## src/rtl/serial_product_receiver.sv

```systemverilog
// Serial-to-parallel receiver for the multiplier product stream.
// Collects WIDTH qualified bits per frame and hands the word to a one-entry valid/ready buffer.
module serial_product_receiver #(
    parameter int unsigned WIDTH     = 8,
    parameter int unsigned MSB_FIRST = 1
) (
    input  logic                         CLK,
    input  logic                         RST,
    input  logic                         START,
    input  logic                         In,
    input  logic                         InValid,
    output logic [WIDTH-1:0]             Out,
    output logic                         OutValid,
    input  logic                         OutReady,
    output logic                         Busy,
    output logic [$clog2(WIDTH+1)-1:0]   BitCnt,
    output logic                         Overrun
);

    localparam int unsigned CW = $clog2(WIDTH + 1);

    localparam logic [0:0] IDLE  = 1'b0;
    localparam logic [0:0] SHIFT = 1'b1;

    logic [0:0]       state, state_d;
    logic [WIDTH-1:0] sr, sr_d;
    logic [WIDTH-1:0] shifted;
    logic [CW-1:0]    cnt_d;
    logic [WIDTH-1:0] out_d;
    logic             out_valid_d;
    logic             overrun_d;
    logic             complete;

    // Shift register with the incoming bit folded in, in the configured bit order
    always_comb begin
        if (MSB_FIRST != 0) shifted = {sr[WIDTH-2:0], In};
        else                shifted = {In, sr[WIDTH-1:1]};
    end

    // Next-state: frame collection and output buffer
    always_comb begin
        state_d     = state;
        sr_d        = sr;
        cnt_d       = BitCnt;
        out_d       = Out;
        out_valid_d = OutValid;
        overrun_d   = Overrun;
        complete    = 1'b0;

        case (state)
            IDLE: begin
                if (START) begin
                    state_d = SHIFT;
                    sr_d    = '0;
                    cnt_d   = '0;
                end
            end
            SHIFT: begin
                // START restarts the frame and masks the bit presented with it
                if (START) begin
                    sr_d  = '0;
                    cnt_d = '0;
                end else if (InValid) begin
                    sr_d = shifted;
                    if (BitCnt == CW'(WIDTH - 1)) begin
                        complete = 1'b1;
                        state_d  = IDLE;
                        cnt_d    = '0;
                    end else begin
                        cnt_d = BitCnt + CW'(1);
                    end
                end
            end
            default: begin
                state_d = IDLE;
                cnt_d   = '0;
            end
        endcase

        if (complete) begin
            if (!OutValid || OutReady) begin
                out_d       = shifted;
                out_valid_d = 1'b1;
            end else begin
                overrun_d = 1'b1;
            end
        end else if (OutValid && OutReady) begin
            out_valid_d = 1'b0;
        end
    end

    always_ff @(posedge CLK or negedge RST) begin
        if (!RST) begin
            state    <= IDLE;
            sr       <= '0;
            BitCnt   <= '0;
            Out      <= '0;
            OutValid <= 1'b0;
            Overrun  <= 1'b0;
        end else begin
            state    <= state_d;
            sr       <= sr_d;
            BitCnt   <= cnt_d;
            Out      <= out_d;
            OutValid <= out_valid_d;
            Overrun  <= overrun_d;
        end
    end

    assign Busy = (state == SHIFT);

endmodule

```

## config.mk

```make
export PLATFORM = sky130hd
export DESIGN_NAME = serial_product_receiver
export DESIGN_NICKNAME = d
export VERILOG_FILES = /design/src/rtl/serial_product_receiver.sv
export SDC_FILE = /design/constraint.sdc
export NUM_CORES = 1
export LEC_CHECK = 0
export CELL_PAD_IN_SITES_DETAIL_PLACEMENT = 0
export CELL_PAD_IN_SITES_GLOBAL_PLACEMENT = 2
export CORE_UTILIZATION = 30
export DETAILED_ROUTE_END_ITERATION = 7
export GPL_TIMING_DRIVEN = 0
export PLACE_DENSITY_LB_ADDON = 0.2
export SLEW_MARGIN = 0
export SYNTH_ARGS = -nofsm -noshare
export SYNTH_HDL_FRONTEND = slang
export SYNTH_SLANG_ARGS = --single-unit
```

## constraint.sdc

```tcl
create_clock -name CLK -period 2.6 [get_ports CLK]
set_clock_uncertainty 0.2 [all_clocks]
set_input_delay 0.26 -clock CLK [delete_from_list [all_inputs] [get_ports CLK]]
set_output_delay 0.26 -clock CLK [all_outputs]
set_load 0.05 [all_outputs]
```

==> flow_summary.toml <==
[clock_network]
clock_sink_count = 22
htreeDepth = 1
cts_setup_buffers = 0
clk-insertion-delay-late_ns = 0.32
clock_tree_from_tritoncts = "built"
root_buffer = "sky130_fd_sc_hd__clkbuf_4"
worst_setup_hold_path_clk_slew_ns = 0.13
cts-buffers-inserted = 3
cts.path.max_buffers = 2
cts_resized = 0
cts_hold_buffers = 0

[critical_path]
worst-endpoint-required_ns = 2.60
cp.arrival_ns = 2.12
critPathMaxFanout = 8
timing.critical_path.buf_inv = 0
path_delay_family = "simple AND/OR/NAND/NOR gates"
critical-path-slowest-cell = "sky130_fd_sc_hd__nor4_4"
cp-end-kind = "flip-flop"
worst_path_largest_cell_delay_ns = 0.57
critical_path.cell_chain = "ha_1, nand3b_4, nor4_4, mux2_2"
worstSetupPathDepth = 4
setup_crit_path_kind = "reg -> reg"
r2r_cells = 4
cp-start-kind = "flip-flop"
r2r_slack_ns = 0.48

[layout]
layout_area_overhead_pct = 32.2
diodes = 0
fin_area_um2 = 1200
nets = 110
final_layout_size_suffix_gt1_frac = 0.147

[power_and_ir_drop]
power.static_leakage_nw = 0.558
vdd_drop_max_v = 0.000316
power.density_nw_per_um2 = 551

[flow_run]
max_cap_violations = 0

[yosys]
postSynthNetCount = 85
postSynthCellCount = 78
ys.warnings.count = 0
synth_cell_types = 20
ys_ff_latch = 22
syn_avg_cell_area_um2 = 11.6
synth_cell_area_um2 = 905
ys_seq_area_frac = 0.609

[placement]
dp_hpwl_um = 1150
numPortBuffers = 20
finalWeightedCongestion = 0.751
dpl-instance-area_um2 = 1140

[timing]
timing.final.max_slew_violations = 0
worst-slew-pin-transition_ns = 0.967
slew-limit-headroom = 0.354
setup_viol = 0
final-hold-violation-count = 0
max_freq_ghz = 0.472
final.min_clock_period_ns = 2.12
timing.final.crit_share = 0.815
grt_setup_unrepaired = "no"
setup_total_negative_slack_ns = 0

[global_routing]
maximum_number_of_pins_on_one_net_before_global_route_repair = 23
globalRouteMet3Util = 0.0507
grtUsageMet2 = 0.190
grt_use_total = 0.125
grt-ovfl-total = 0
grt_antenna_before_repair = 0
globalRouteMet1Util = 0.157
first_global_vias = 643
global_route_wire_length_before_repair_um = 3010
grt_busiest_layer = "met2"

[routing]
vias = 633
number_of_antenna_violating_nets_in_the_routed_design = 0
drt-wirelength-per-cell_um = 12.8
drc = 0
drtPass1Iterations = 3
vias_per_instance = 4.76
drtIter0Drc = 12
route.final.wire_length_um = 1700

[die]
pin_count = 21
fp-row-count = 19
die_width_um = 56.9
core_area_um2 = 2810
fp.dieH_um = 56.9
floorplan.die_area_um2 = 3240
initial_core_util = 0.322

[status]
run_status = "completed"

[hold_path]
worstHoldPathType = "in -> async"
[metrics by stage]
| stage | utilization | cells | setup slack (ns) | power, mW | hold slack (ns) |
|---|---|---|---|---|---|
| after CTS | 0.426 | 133 | 0.413 | 0.673 | 0.279 |
| after floorplan | - | 78 | 0.367 | 0.378 | -0.236 |
| after global placement | 0.408 | 129 | 0.378 | 0.405 | 0.244 |
| after detailed placement | 0.408 | 129 | 0.364 | 0.405 | 0.247 |
| final | 0.426 | 133 | 0.480 | 0.659 | 0.261 |
| after global routing | 0.426 | 133 | 0.352 | 0.691 | 0.322 |
[cells in the final DEF, fill, tap and decap left out, types with 2 or more instances in the layout]
| master | netlist | final |
|---|---|---|
| sky130_fd_sc_hd__dfrtp_1 | 22 | 22 |
| sky130_fd_sc_hd__clkdlybuf4s50_1 | 0 | 20 |
| sky130_fd_sc_hd__nand2_1 | 18 | 18 |
| sky130_fd_sc_hd__a21oi_1 | 10 | 10 |
| sky130_fd_sc_hd__mux2_2 | 8 | 8 |
| sky130_fd_sc_hd__nor2_1 | 3 | 3 |
| sky130_fd_sc_hd__clkbuf_4 | 0 | 3 |
| sky130_fd_sc_hd__clkbuf_1 | 2 | 2 |
| sky130_fd_sc_hd__nand3_1 | 2 | 2 |
[final timing paths]
path | endpoint | from
setup / recovery | Out[4] | BitCnt[0]
hold reg to reg | Overrun | Overrun
setup reg to reg | Out[4] | BitCnt[0]
hold / removal | Busy | RST
max in group asynchronous | Out[3] | RST
min in group CLK | Overrun | Overrun
[logic make-up (layout without fill, tap and decap cells)]
logic type / count (synthesis) / count (layout) / share of synthesized area
muxes: 8 / 8 / 0.0996
adders and majority gates: 1 / 1 / 0.0138
buffers and inverters: 3 / 27 / 0.0124
xor gates and xnor gates: 1 / 1 / 0.00968
DFF: 22 / 22 / 0.609
AOI/OAI and AO/OA: 12 / 12 / 0.0692
and+or+nand+nor: 31 / 31 / 0.187
[sequential cells by signal (all words and copies together) (netlist names)]
name      count
Out           8
sr            7
BitCnt        4
Busy          1
OutValid      1
Overrun       1
[power breakdown]
group          switching [mW]  leakage, nW  internal [mW]
clock                   0.106       0.0279          0.156
sequential            0.00431        0.300          0.346
combinational          0.0306        0.230         0.0158
total                   0.141        0.558          0.518
[synth_stat cells, drive strengths merged]
master / count / area [µm²]
nand2: 18 / 67.6
xor2: 1 / 8.76
clkbuf: 2 / 7.51
mux2: 8 / 90.1
buf: 1 / 3.75
ha: 1 / 12.5
a21o: 1 / 7.51
nor3: 1 / 5.00
or2: 1 / 6.26
nor2b: 1 / 6.26
o21ai: 1 / 5.00
nor4: 1 / 21.3
nor2: 3 / 11.3
and2: 1 / 6.26
nand3: 2 / 10.0
nand3b: 2 / 27.5
dfrtp: 22 / 551
a21oi: 10 / 50.1
or4: 1 / 7.51
[cell type report]
class                           count  area, µm²
Buffer                              3       11.3
Clock buffer                        3       22.5
Clock inverter                      1       30.0
Fill cell                         289       1610
Multi-Input combinational cell     53        343
Sequential cell                    22        551
Tap cell                           31       38.8
Timing Repair Buffer               20        200
[metal layers]
layer,routed length (µm),up-vias
met1,822,300
met3,96,4
met4,24,0
met2,754,16
met5,0,-
li1,-,313
[worst reg2reg max path: stages, from the launching register on]
cell and delay, ns:
sky130_fd_sc_hd__dfrtp_1 0.45, sky130_fd_sc_hd__ha_1 0.26, sky130_fd_sc_hd__nand3b_4 0.12, sky130_fd_sc_hd__nor4_4 0.57, sky130_fd_sc_hd__mux2_2 0.41
Power figures use the tool's default switching activity.
==> patch, RTL diff (same settings) <==
Make the reset (`RST`) synchronous in one clocked block.
--- a/src/rtl/serial_product_receiver.sv
+++ b/src/rtl/serial_product_receiver.sv
@@ -89,7 +89,7 @@
         end
     end
 
-    always_ff @(posedge CLK or negedge RST) begin
+    always_ff @(posedge CLK) begin
         if (!RST) begin
             state    <= IDLE;
             sr       <= '0;
Behaviour: differs if RST is asserted again (counterexample within 4 cycles, from zero or initial values and one cycle with RST low); with RST held inactive, the same outputs for 10 cycles.
==> patch against the unedited design <==
- cell area shrank 3.1%
- area after synthesis shrank 2.4%
- power shrank 14%
- die area shrank 2.3%
- routed wire length grew 20%
- worst setup slack gained 78 ps
- sequential cell count is the same
- largest power group unchanged
==> patch: results (changes against the unedited design) <==
critical_path:
  crit_path_end: "Busy"
  rr_startpoint: "BitCnt[0]$_SDFFE_PN0P_"
  path_max_fanout: 7  # -1
  path_delay_family: "buffers and inverters"
  max_stage_delay_ps: 840  # +270 ps
synth:
  synthTopCellsByArea: "dfxtp_1, a21oi_1, nand2_1"
  synth_cell_types: 22  # +10%
  synth_ff_type: "dfxtp_1"
  synthCells: 105  # +35%
  yosysSeqAreaShare: 0.4986  # -0.1100
cts:
  clk_latency_ps: 300  # -20 ps
power:
  max-vdd-ir-drop_mv: 0.4526  # +43%
routing:
  dr.pass1.iters: 6  # +3
  vias: 811  # +28%
  wl_per_cell_um: 12.78  # about the same
  dr_wl_met2_um: 961  # +27%
finish:
  finalNonFillerCells: 160  # +20%
  layout.nets: 137  # +25%
  fin_util: 0.4166  # -0.009851
grt:
  grt.total_usage: 0.1438  # +0.01906
  grt_pass1_vias: 796  # +24%
  grt_pass1_wl_um: 3539  # +18%
  use_met1: 0.1744  # +0.01746
sta:
  worst_slew_pin_slew_ps: 504.3  # -462.3 ps
  holdWs_ps: 272.9  # +12.05 ps
outcome:
  status: "complete, no violations"
min_path:
  hold_class: "register to register"
placement:
  dp_slack_ps: 701.2  # +337.5 ps
## patch: cell count changes after synthesis, sizes merged, moves of 3 or more
cell    delta
mux2       -8
a21oi      +9
dfrtp     -22
nand4      +8
clkbuf     +3
dfxtp     +22
o31ai      +8
## patch: final cells by class
type / count / area share
plain buffers: 7 / 0.02484
clock buffers: 4 / 0.03132
inverters: 2 / 0.006479
multi-input cells: 74 / 0.3510
flip-flops and latches: 22 / 0.3801
well taps: 31 / 0.03348
repair buffers: 20 / 0.1728
## patch: cell families (layout without fill, tap and decap cells)
family	after synthesis	in the layout	share of synthesized area
AOI/OAI and AO/OA	31	31	0.2011
xor gates and xnor gates	1	1	0.009917
adders and majority gates	1	1	0.01416
buffers and inverters	9	33	0.04108
DFF	22	22	0.4986
and+or+nand+nor	41	41	0.2352
## patch: power breakdown
group | total (mW) | internal [mW] | switching, mW
sequential | 0.341 | 0.339 | 0.00255
combinational | 0.0378 | 0.0140 | 0.0239
clock | 0.186 | 0.0854 | 0.101
